===== config.mk =====
export PLATFORM = sky130hd
export DESIGN_NAME = wdt_supervisor_flat
export DESIGN_NICKNAME = d
export VERILOG_FILES = /design/src/rtl/wdt_pkg.sv /design/src/rtl/wdt_supervisor_if.sv /design/src/rtl/wdt_checkin_collector.sv /design/src/rtl/wdt_supervisor.sv /design/src/flat_wrapper.sv
export SDC_FILE = /design/constraint.sdc
export NUM_CORES = 1
export LEC_CHECK = 0
export ABC_AREA = 1
export CORE_MARGIN = 2
export CORE_UTILIZATION = 40
export CTS_BUF_LIST = sky130_fd_sc_hd__clkbuf_8
export DETAILED_ROUTE_END_ITERATION = 7
export PLACE_DENSITY_LB_ADDON = 0.05
export SYNTH_ARGS = -nofsm -noshare
export SYNTH_HDL_FRONTEND = slang
export SYNTH_SLANG_ARGS = --single-unit

===== constraint.sdc =====
create_clock -name i_clk -period 16.43 [get_ports i_clk]
set_input_delay 4.929 -clock i_clk [delete_from_list [all_inputs] [get_ports i_clk]]
set_output_delay 4.929 -clock i_clk [all_outputs]
set_load 0.05 [all_outputs]

===== src/rtl/wdt_pkg.sv =====
// Shared definitions for the watchdog supervisor: FSM state encodings,
// configuration register select codes and the reset defaults of the
// timer period registers.
package wdt_pkg;

    typedef enum logic [1:0] {
        ST_CONFIG   = 2'd0,
        ST_ARMED    = 2'd1,
        ST_FAILSAFE = 2'd2,
        ST_HWRST    = 2'd3
    } wdt_state_e;

    localparam logic [1:0] SEL_WAIT   = 2'd0;
    localparam logic [1:0] SEL_RST    = 2'd1;
    localparam logic [1:0] SEL_MASK   = 2'd2;
    localparam logic [1:0] SEL_MINWIN = 2'd3;

    localparam int unsigned DEF_WAIT_PERIOD = 1000;
    localparam int unsigned DEF_RST_PERIOD  = 100;

endpackage


===== src/rtl/wdt_supervisor_if.sv =====
// Signal bundle between the supervisor and its environment: config bus,
// lock request, task check-ins, the watchdog link and status outputs.
//   master : drives i_* (software / testbench / timer side), samples o_*
//   slave  : the supervisor itself
interface wdt_supervisor_if #(
    parameter int N_TASKS = 4,
    parameter int W       = 32,
    parameter int CNT_W   = 16
);
    logic               i_cfg_we;
    logic [1:0]         i_cfg_sel;
    logic [W-1:0]       i_cfg_data;
    logic               i_lock;
    logic [N_TASKS-1:0] i_checkin;
    logic               i_fail_safe;
    logic               i_hardware_rst;

    logic               o_clrwdt;
    logic [W-1:0]       o_wait_period;
    logic [W-1:0]       o_rst_period;
    logic               o_locked;
    logic [1:0]         o_state;
    logic [N_TASKS-1:0] o_missing;
    logic               o_early;
    logic [CNT_W-1:0]   o_rst_count;

    modport master (
        output i_cfg_we, i_cfg_sel, i_cfg_data, i_lock, i_checkin,
               i_fail_safe, i_hardware_rst,
        input  o_clrwdt, o_wait_period, o_rst_period, o_locked, o_state,
               o_missing, o_early, o_rst_count
    );

    modport slave (
        input  i_cfg_we, i_cfg_sel, i_cfg_data, i_lock, i_checkin,
               i_fail_safe, i_hardware_rst,
        output o_clrwdt, o_wait_period, o_rst_period, o_locked, o_state,
               o_missing, o_early, o_rst_count
    );
endinterface


===== src/rtl/wdt_checkin_collector.sv =====
// Per-window check-in bookkeeping: the seen vector, the window counter,
// early check-in detection and the all-present compare.
//   i_en        : window is live (ARMED and no fail-safe this cycle)
//   i_restart   : start a fresh window (seen and counter cleared)
//   i_mask      : enabled tasks
//   i_min_window: earliest counter value at which check-ins are accepted
//   i_checkin   : one-cycle check-in pulses
//   o_fire      : every enabled task is in and the window is open
//   o_early_hit : an enabled task checked in before the window opened
//   o_seen      : registered seen vector
module wdt_checkin_collector #(
    parameter int N_TASKS = 4,
    parameter int W       = 32
) (
    input  logic               i_clk,
    input  logic               i_rst,
    input  logic               i_en,
    input  logic               i_restart,
    input  logic [N_TASKS-1:0] i_mask,
    input  logic [W-1:0]       i_min_window,
    input  logic [N_TASKS-1:0] i_checkin,
    output logic               o_fire,
    output logic               o_early_hit,
    output logic [N_TASKS-1:0] o_seen
);
    logic [N_TASKS-1:0] seen_q;
    logic [W-1:0]       win_cnt_q;
    logic [N_TASKS-1:0] seen_base;
    logic [N_TASKS-1:0] ci_masked;
    logic [W-1:0]       win_base;
    logic               ci_in_window;

    function automatic logic [W-1:0] sat_inc(input logic [W-1:0] v);
        return (&v) ? v : v + 1'b1;
    endfunction

    // On a fire cycle the current check-ins already belong to the new window,
    // so they are judged against a counter of zero and an empty seen vector.
    always_comb begin
        o_fire       = i_en && ((seen_q & i_mask) == i_mask) && (win_cnt_q >= i_min_window);
        seen_base    = o_fire ? '0 : seen_q;
        win_base     = o_fire ? '0 : win_cnt_q;
        ci_masked    = i_checkin & i_mask;
        ci_in_window = (win_base >= i_min_window);
        o_early_hit  = i_en && (|ci_masked) && !ci_in_window;
    end

    always_ff @(posedge i_clk or posedge i_rst) begin
        if (i_rst) begin
            seen_q    <= '0;
            win_cnt_q <= '0;
        end else if (i_restart) begin
            seen_q    <= '0;
            win_cnt_q <= '0;
        end else if (i_en) begin
            seen_q    <= seen_base | (ci_in_window ? ci_masked : '0);
            win_cnt_q <= o_fire ? '0 : sat_inc(win_cnt_q);
        end
    end

    assign o_seen = seen_q;

endmodule


===== src/rtl/wdt_supervisor.sv =====
// Supervisor for one watchdog timer: lockable period/mask/window registers,
// a CONFIG/ARMED/FAILSAFE/HWRST sequencer, the clear pulse to the timer,
// missing-task capture and a saturating hardware-reset episode counter.
//   i_clk, i_rst : clock, asynchronous active-high reset
//   bus          : config bus, lock, check-ins, timer link and status
module wdt_supervisor
    import wdt_pkg::*;
#(
    parameter int N_TASKS = 4,
    parameter int W       = 32,
    parameter int CNT_W   = 16
) (
    input  logic            i_clk,
    input  logic            i_rst,
    wdt_supervisor_if.slave bus
);
    wdt_state_e         state_q, state_d;
    logic [W-1:0]       wait_q, rstp_q, minwin_q;
    logic [N_TASKS-1:0] mask_q, mask_eff, missing_q, seen;
    logic               clr_q, clr_d, locked_q, early_q;
    logic [CNT_W-1:0]   rst_cnt_q;
    logic               cfg_wr, col_en, col_restart, col_fire, col_early_hit;
    logic               cnt_inc, miss_ld;

    function automatic logic [CNT_W-1:0] sat_inc_cnt(input logic [CNT_W-1:0] v);
        return (&v) ? v : v + 1'b1;
    endfunction

    assign cfg_wr   = (state_q == ST_CONFIG) && bus.i_cfg_we;
    // A write and a lock in the same cycle: the lock sees the mask being written.
    assign mask_eff = (cfg_wr && (bus.i_cfg_sel == SEL_MASK)) ?
                      bus.i_cfg_data[N_TASKS-1:0] : mask_q;

    always_ff @(posedge i_clk or posedge i_rst) begin
        if (i_rst) begin
            wait_q   <= W'(DEF_WAIT_PERIOD);
            rstp_q   <= W'(DEF_RST_PERIOD);
            mask_q   <= '1;
            minwin_q <= '0;
        end else if (cfg_wr) begin
            case (bus.i_cfg_sel)
                SEL_WAIT: wait_q   <= bus.i_cfg_data;
                SEL_RST:  rstp_q   <= bus.i_cfg_data;
                SEL_MASK: mask_q   <= bus.i_cfg_data[N_TASKS-1:0];
                default:  minwin_q <= bus.i_cfg_data;
            endcase
        end
    end

    always_ff @(posedge i_clk or posedge i_rst) begin
        if (i_rst) state_q <= ST_CONFIG;
        else       state_q <= state_d;
    end

    always_comb begin
        state_d = state_q;
        case (state_q)
            ST_CONFIG:   if (bus.i_lock && (mask_eff != '0)) state_d = ST_ARMED;
            ST_ARMED:    if (bus.i_fail_safe) state_d = ST_FAILSAFE;
            ST_FAILSAFE: begin
                if (bus.i_hardware_rst)    state_d = ST_HWRST;
                else if (!bus.i_fail_safe) state_d = ST_ARMED;
            end
            ST_HWRST:    if (!bus.i_hardware_rst) state_d = ST_ARMED;
            default:     state_d = ST_CONFIG;
        endcase
    end

    // Fail-safe outranks a same-cycle clear: the collector is frozen that cycle.
    always_comb begin
        col_en      = (state_q == ST_ARMED) && !bus.i_fail_safe;
        col_restart = (state_d == ST_ARMED) && (state_q != ST_ARMED);
        clr_d       = (state_d == ST_CONFIG) || col_fire;
        cnt_inc     = (state_q == ST_HWRST) && !bus.i_hardware_rst;
        miss_ld     = (state_q == ST_ARMED) && bus.i_fail_safe;
    end

    wdt_checkin_collector #(.N_TASKS(N_TASKS), .W(W)) u_collector (
        .i_clk        (i_clk),
        .i_rst        (i_rst),
        .i_en         (col_en),
        .i_restart    (col_restart),
        .i_mask       (mask_q),
        .i_min_window (minwin_q),
        .i_checkin    (bus.i_checkin),
        .o_fire       (col_fire),
        .o_early_hit  (col_early_hit),
        .o_seen       (seen)
    );

    always_ff @(posedge i_clk or posedge i_rst) begin
        if (i_rst) begin
            clr_q     <= 1'b1;
            locked_q  <= 1'b0;
            early_q   <= 1'b0;
            missing_q <= '0;
            rst_cnt_q <= '0;
        end else begin
            clr_q    <= clr_d;
            locked_q <= locked_q || ((state_q == ST_CONFIG) && (state_d == ST_ARMED));
            early_q  <= early_q || col_early_hit;
            if (miss_ld) missing_q <= mask_q & ~seen;
            if (cnt_inc) rst_cnt_q <= sat_inc_cnt(rst_cnt_q);
        end
    end

    assign bus.o_clrwdt      = clr_q;
    assign bus.o_wait_period = wait_q;
    assign bus.o_rst_period  = rstp_q;
    assign bus.o_locked      = locked_q;
    assign bus.o_state       = state_q;
    assign bus.o_missing     = missing_q;
    assign bus.o_early       = early_q;
    assign bus.o_rst_count   = rst_cnt_q;

endmodule


===== src/flat_wrapper.sv =====
// flat-port wrapper written by rule: the top's interface ports become plain ports
module wdt_supervisor_flat import wdt_pkg::*;
#(
    parameter int N_TASKS = 4,
    parameter int W       = 32,
    parameter int CNT_W   = 16
)
  (i_clk, i_rst, bus_i_cfg_we, bus_i_cfg_sel, bus_i_cfg_data, bus_i_lock, bus_i_checkin, bus_i_fail_safe, bus_i_hardware_rst, bus_o_clrwdt, bus_o_wait_period, bus_o_rst_period, bus_o_locked, bus_o_state, bus_o_missing, bus_o_early, bus_o_rst_count);
  wdt_supervisor_if #(.N_TASKS(N_TASKS), .W(W), .CNT_W(CNT_W)) bus_i ();
  input  logic i_clk;
  input  logic i_rst;
  input wire logic [$bits(bus_i.i_cfg_we)-1:0] bus_i_cfg_we;
  input wire logic [$bits(bus_i.i_cfg_sel)-1:0] bus_i_cfg_sel;
  input wire logic [$bits(bus_i.i_cfg_data)-1:0] bus_i_cfg_data;
  input wire logic [$bits(bus_i.i_lock)-1:0] bus_i_lock;
  input wire logic [$bits(bus_i.i_checkin)-1:0] bus_i_checkin;
  input wire logic [$bits(bus_i.i_fail_safe)-1:0] bus_i_fail_safe;
  input wire logic [$bits(bus_i.i_hardware_rst)-1:0] bus_i_hardware_rst;
  output wire logic [$bits(bus_i.o_clrwdt)-1:0] bus_o_clrwdt;
  output wire logic [$bits(bus_i.o_wait_period)-1:0] bus_o_wait_period;
  output wire logic [$bits(bus_i.o_rst_period)-1:0] bus_o_rst_period;
  output wire logic [$bits(bus_i.o_locked)-1:0] bus_o_locked;
  output wire logic [$bits(bus_i.o_state)-1:0] bus_o_state;
  output wire logic [$bits(bus_i.o_missing)-1:0] bus_o_missing;
  output wire logic [$bits(bus_i.o_early)-1:0] bus_o_early;
  output wire logic [$bits(bus_i.o_rst_count)-1:0] bus_o_rst_count;
  assign bus_i.i_cfg_we = bus_i_cfg_we;
  assign bus_i.i_cfg_sel = bus_i_cfg_sel;
  assign bus_i.i_cfg_data = bus_i_cfg_data;
  assign bus_i.i_lock = bus_i_lock;
  assign bus_i.i_checkin = bus_i_checkin;
  assign bus_i.i_fail_safe = bus_i_fail_safe;
  assign bus_i.i_hardware_rst = bus_i_hardware_rst;
  assign bus_o_clrwdt = bus_i.o_clrwdt;
  assign bus_o_wait_period = bus_i.o_wait_period;
  assign bus_o_rst_period = bus_i.o_rst_period;
  assign bus_o_locked = bus_i.o_locked;
  assign bus_o_state = bus_i.o_state;
  assign bus_o_missing = bus_i.o_missing;
  assign bus_o_early = bus_i.o_early;
  assign bus_o_rst_count = bus_i.o_rst_count;
  wdt_supervisor #(.N_TASKS(N_TASKS), .W(W), .CNT_W(CNT_W)) u_core (.i_clk(i_clk), .i_rst(i_rst), .bus(bus_i));
endmodule

==> results.sh, run 1 <==
export IMPL_status="complete, no violations"
export IMPL_final_nets=1353
export IMPL_stdcell_area_um2=10900
export IMPL_clk_latency_ns=0.47
export IMPL_hold_viol_final=0
export IMPL_period_needed_ns=7.90
export IMPL_path_class="input pin to flop"
export IMPL_portBuffers=132
export IMPL_clkTransAtPathRegs_ns=0.09
export IMPL_syn_area_um2=8910
export IMPL_powerDensity_nw_per_um2=161
export IMPL_dieHeight_um=153
export IMPL_drt_iter0_drc=476
export IMPL_grt_pass1_wl_um=39500
export IMPL_post_cts_buffers=0
export IMPL_cp_start_kind="input pin"
export IMPL_cts_root_buffer="clkbuf_8"
export IMPL_rsz0062_at_grt="no"
export IMPL_max_freq_mhz=127
export IMPL_core_area_um2=21800
export IMPL_rows=54
export IMPL_cp_required_ns=16.79
export IMPL_ys_async_sr_fraction_pct=100
export IMPL_rrSetupSlack_ns=12.36
export IMPL_drive_gt1_share_pct=6.69
export IMPL_grtUsageTotal_pct=20.9
export IMPL_cts_tree="built"
export IMPL_routed_wl_um=23300
export IMPL_cts_sinks=161
export IMPL_avgSynthCellArea_um2=7.93
export IMPL_numCtsBuffers=17
export IMPL_grt_overflow=0
export IMPL_cp_max_fo=54
export IMPL_postRouteAntennaNets=0
export IMPL_grt_pass1_vias=7462
export IMPL_reg2reg_depth=20
export IMPL_rr_endpoint="u_core.u_collector.o_seen[2]"
export IMPL_cts_resized=0
export IMPL_final_cell_mix="287 x nand2_1, 155 x inv_1, 147 x dfrtp_1"
export IMPL_ys_ff_latch=161
export IMPL_fillers=2199
export IMPL_min_path_cells=2
export IMPL_dieArea_um2=23500
export IMPL_end_kind="flop"
export IMPL_tightest_slew_ns=1.06
export IMPL_power_leakage_nw=5.37
export IMPL_fin_crit_sh_pct=48.1
export IMPL_grt_max_degree=105
export IMPL_synth_edff_count=0
export IMPL_tns_ns=0
export IMPL_placed_cell_area_um2=10500
export IMPL_holdCritPathClass="flop to flop"
export IMPL_die_w_um=153
export IMPL_num_vias=7531
export IMPL_drv_slew=0
export IMPL_num_antenna_cells=0
export IMPL_arrival_ns=8.26
export IMPL_firstDrtPassIters=5
export IMPL_routed_via_density=4.90
export IMPL_hold_buffers=0
export IMPL_hp_start="u_core.u_collector.o_seen[1]"
export IMPL_reg2reg_from="u_core.u_collector.win_cnt_q[31]"
export IMPL_start_util_pct=40.8
export IMPL_post_drt_wl_per_cell_um=15.2
export IMPL_syn2layout_area_growth_pct=22.1
export IMPL_htreeDepth=4
export IMPL_layout_commonest_cell="nand2_1"
export IMPL_finalSetupViolations=0
export IMPL_synth_seq_area_share_pct=45.4
export IMPL_cap_violations=0
export IMPL_synth_warnings=0
export IMPL_dp_hpwl_um=17000
export IMPL_netlist_instances=1124
export IMPL_cts_buffer_depth=2
export IMPL_ir_drop_mv=0.113
export IMPL_fin_skew_ns=0.0224
export IMPL_ys_flop_type="dfrtp_1"
export IMPL_relSlewSlack_pct=29.0
export IMPL_drc=0
export IMPL_gp_congestion=0.891
export IMPL_syn_nets=1234
export IMPL_antenna_found_initial=0
export IMPL_holdPathEnd="u_core.u_collector.o_seen[1]"
export IMPL_ys_types=32
export IMPL_ios=133
-- registers in the layout, summed over array words and instances, names as in the netlist, 4 cells and up --
name,flops
u_core.bus.o_wait_period,32
u_core.bus.o_missing,4
u_core.bus.o_rst_count,16
u_core.minwin_q,32
u_core.mask_q,4
u_core.bus.o_rst_period,32
u_core.u_collector.win_cnt_q,32
u_core.u_collector.o_seen,4
-- stage by stage --
| step | instances | total power, W | util (%) | hold WS, ns | setup WS (ns) |
|---|---|---|---|---|---|
| after global placement | 1504 | 0.00144 | 47.9 | 0.465 | 8.15 |
| after detailed placement | 1504 | 0.00144 | 47.9 | 0.465 | 8.07 |
| after CTS | 1536 | 0.00177 | 49.9 | 0.488 | 8.59 |
| after floorplan | 1124 | 0.00117 | - | 0.442 | 7.18 |
| after global routing | 1536 | 0.00187 | 49.9 | 0.505 | 8.30 |
| final | 1536 | 0.00175 | 49.9 | 0.483 | 8.53 |
-- cell families (layout without fill, tap and decap cells) --
family	after synthesis	in the layout	share of synthesized area [%]
xor+xnor	19	19	1.87
simple gates	515	515	25.1
buf+inv	202	334	9.05
compound gates	161	161	9.31
fa+ha+maj	66	66	9.26
flops	161	161	45.4
-- critical path, cell delays in order --
cell and delay [ns]:
clkdlybuf4s50_1 0.46, nor2_2 0.27, inv_2 0.12, nor2_1 0.13, nand2_1 0.06, buf_4 0.28, inv_2 0.48, nor2_1 0.09
ha_1 0.31, a21oi_1 0.15, o21ai_0 0.11, nand2_1 0.08, o211ai_1 0.08, a21oi_1 0.19, nand3_1 0.26, nand2_1 0.15
nand2_1 0.06
-- cells in the mapped netlist (all sizes together) (2+ instances only) --
library cell	number	area share, %
a21o	2	0.17
a21oi	34	1.9
buf	13	1.1
clkbuf	22	0.93
dfrtp	147	41
dfstp	14	4.1
ha	66	9.3
inv	166	7.0
nand2	290	12
nand3	54	3.3
nand4	53	3.7
nor2	101	4.7
nor3	12	0.67
nor4	3	0.21
o211ai	2	0.17
o21a	3	0.25
o21ai	118	6.6
xnor2	7	0.69
xor2	12	1.2
-- metal layers --
layer / vias to the layer above / GRT usage [%] / wire, um
met5: - / 0 / 0
li1: 3866 / - / -
met2: 161 / 29.1 / 9210
met1: 3483 / 31.5 / 12300
met4: 0 / 4.89 / 330
met3: 21 / 6.58 / 1540
-- final cells by class --
class | instances | area, um2 | share of cell area (%)
multi-input cells | 761 | 4080 | 37.5
clock buffers | 17 | 234 | 2.15
well taps | 280 | 350 | 3.22
clock inverters | 15 | 193 | 1.77
flip-flops and latches | 161 | 4050 | 37.2
inverters | 167 | 632 | 5.81
repair buffers | 135 | 1340 | 12.4
-- power breakdown --
part	internal (W)	total (W)	switching (W)	leakage [nW]
clock	0.000130	0.000313	0.000183	0.211
combinational	0.000263	0.000829	0.000566	3.10
sequential	0.000526	0.000607	0.0000808	2.06
-- how the worst max path moves through the flow --
stage | from | endpoint | slack [ns] | depth (start not counted)
finish | bus_i_fail_safe | u_core.u_collector.o_seen[2] | 8.53 | 17
global route | bus_i_fail_safe | u_core.u_collector.o_seen[3] | 8.30 | 17
CTS | bus_i_fail_safe | u_core.u_collector.o_seen[2] | 8.59 | 19
detailed placement | bus_i_fail_safe | u_core.u_collector.o_seen[2] | 8.07 | 17
global placement | bus_i_fail_safe | u_core.u_collector.o_seen[2] | 8.15 | 17
floorplan | i_rst | u_core.bus.o_early | 7.18 | 1
No activity file was read; power rests on OpenSTA's default activity.
==> run 2: changes to the inputs <==
==> constraint.sdc (replaced) <==
create_clock -name i_clk -period 8.2 [get_ports i_clk]
set_input_delay 2.46 -clock i_clk [delete_from_list [all_inputs] [get_ports i_clk]]
set_output_delay 2.46 -clock i_clk [all_outputs]
set_load 0.05 [all_outputs]
==> results.sh, run 2 (same netlist as run 1, synthesis figures left out) <==
export IMPL_status="complete, no violations"
export IMPL_dp_hpwl_um=16900
export IMPL_stdcell_area_um2=10900
export IMPL_finalSetupViolations=0
export IMPL_num_vias=7445
export IMPL_drv_slew=0
export IMPL_cp_start_kind="input pin"
export IMPL_placed_cell_area_um2=10500
export IMPL_postRouteAntennaNets=0
export IMPL_antenna_found_initial=0
export IMPL_tightest_slew_ns=1.04
export IMPL_fin_crit_sh_pct=65.1
export IMPL_clkTransAtPathRegs_ns=0.09
export IMPL_cts_tree="built"
export IMPL_cts_resized=0
export IMPL_grt_pass1_wl_um=39500
export IMPL_final_nets=1353
export IMPL_max_freq_mhz=187
export IMPL_arrival_ns=5.69
export IMPL_htreeDepth=4
export IMPL_grt_max_degree=105
export IMPL_die_w_um=153
export IMPL_fin_skew_ns=0.0154
export IMPL_ios=133
export IMPL_rows=54
export IMPL_rsz0062_at_grt="no"
export IMPL_cp_max_fo=54
export IMPL_grt_overflow=0
export IMPL_dieArea_um2=23500
export IMPL_holdCritPathClass="flop to flop"
export IMPL_firstDrtPassIters=5
export IMPL_path_class="input pin to flop"
export IMPL_hold_viol_final=0
export IMPL_post_cts_buffers=0
export IMPL_syn2layout_area_growth_pct=21.8
export IMPL_portBuffers=132
export IMPL_pre_cts_ws_ns=2.34
export IMPL_drc=0
export IMPL_cap_violations=0
export IMPL_hold_ws_ns=0.488
export IMPL_routed_via_density=4.85
export IMPL_drive_gt1_share_pct=6.69
export IMPL_ir_drop_mv=0.264
export IMPL_final_cell_mix="287 x nand2_1, 155 x inv_1, 147 x dfrtp_1"
export IMPL_period_needed_ns=5.34
export IMPL_post_drt_wl_per_cell_um=15.1
export IMPL_numCtsBuffers=17
export IMPL_dieHeight_um=153
export IMPL_drt_iter0_drc=465
export IMPL_relSlewSlack_pct=30.3
export IMPL_powerDensity_nw_per_um2=319
export IMPL_grt_pass1_vias=7475
export IMPL_grtUsageTotal_pct=20.8
export IMPL_power_leakage_nw=5.36
export IMPL_cts_sinks=161
export IMPL_cts_buffer_depth=2
export IMPL_cp_required_ns=8.55
export IMPL_layout_commonest_cell="nand2_1"
export IMPL_tns_ns=0
export IMPL_start_util_pct=40.8
export IMPL_gp_congestion=0.890
export IMPL_clk_latency_ns=0.46
export IMPL_setup_slack_ns=2.86
export IMPL_cts_root_buffer="clkbuf_8"
export IMPL_num_antenna_cells=0
export IMPL_routed_wl_um=23300
export IMPL_hold_buffers=0
export IMPL_fin_util_pct=49.8
export IMPL_end_kind="flop"
export IMPL_core_area_um2=21800
run 2: changes by cell type in the layout (fill, tap and decap cells not counted), sizes merged:
| cell | change |
|---|---|
| bufinv | -1 |
| clkinv | +1 |
run 2: stage by stage:
stage / power (W) / cells
6_report: 0.00347 / 1536
5_1_grt: 0.00372 / 1536
4_1_cts: 0.00350 / 1536
3_5_place_dp: 0.00289 / 1504
3_3_place_gp: 0.00288 / 1504
2_1_floorplan: 0.00235 / 1124
run 2: worst max-delay path, stage by stage:
cell             delay [ns]
clkdlybuf4s50_1        0.46
nor2_2                 0.26
inv_2                  0.12
nor2_1                 0.12
nand2_1                0.06
buf_4                  0.29
inv_2                  0.46
nor2_1                 0.10
ha_1                   0.31
nand2_1                0.08
inv_1                  0.04
nand3_1                0.08
inv_1                  0.04
nand2_1                0.06
o211ai_1               0.09
a21oi_1                0.18
nand3_1                0.24
nand2_1                0.13
nand2_1                0.06
run 2: report_power, final:
part | leakage [nW] | internal (W) | switching, W | total, W
sequential | 2.06 | 0.00105 | 0.000162 | 0.00122
combinational | 3.10 | 0.000528 | 0.00113 | 0.00166
clock | 0.201 | 0.000231 | 0.000364 | 0.000595
total | 5.36 | 0.00181 | 0.00166 | 0.00347
run 2: worst paths after layout:
kind	cells after the start	slack (ns)	end	start
setup / recovery	19	2.86	u_core.u_collector.o_seen[2]	bus_i_fail_safe
hold / removal	2	0.49	u_core.u_collector.o_seen[1]	u_core.u_collector.o_seen[1]
setup reg to reg	22	4.22	u_core.u_collector.o_seen[2]	u_core.u_collector.win_cnt_q[31]
hold reg to reg	2	0.49	u_core.u_collector.o_seen[1]	u_core.u_collector.o_seen[1]
max in group asynchronous	3	4.27	u_core.bus.o_missing[1]	i_rst
min in group asynchronous	2	2.58	u_core.bus.o_rst_period[7]	i_rst
run 2: metal layers:
metal  track usage (%)  share of wire (%)  vias to the layer above
met5                 0                  0                        -
met4              4.10               0.78                        0
met3              6.72                6.8                       11
met2              29.4                 40                      159
met1              31.2                 52                     3413
li1                  -                  -                     3862
run 2: area by class of cell:
type,count,area [um2]
clock buffers,17,234
clock inverters,15,171
fillers,2175,11000
inverters,167,632
multi-input cells,761,4080
flip-flops and latches,161,4050
well taps,280,350
repair buffers,135,1340
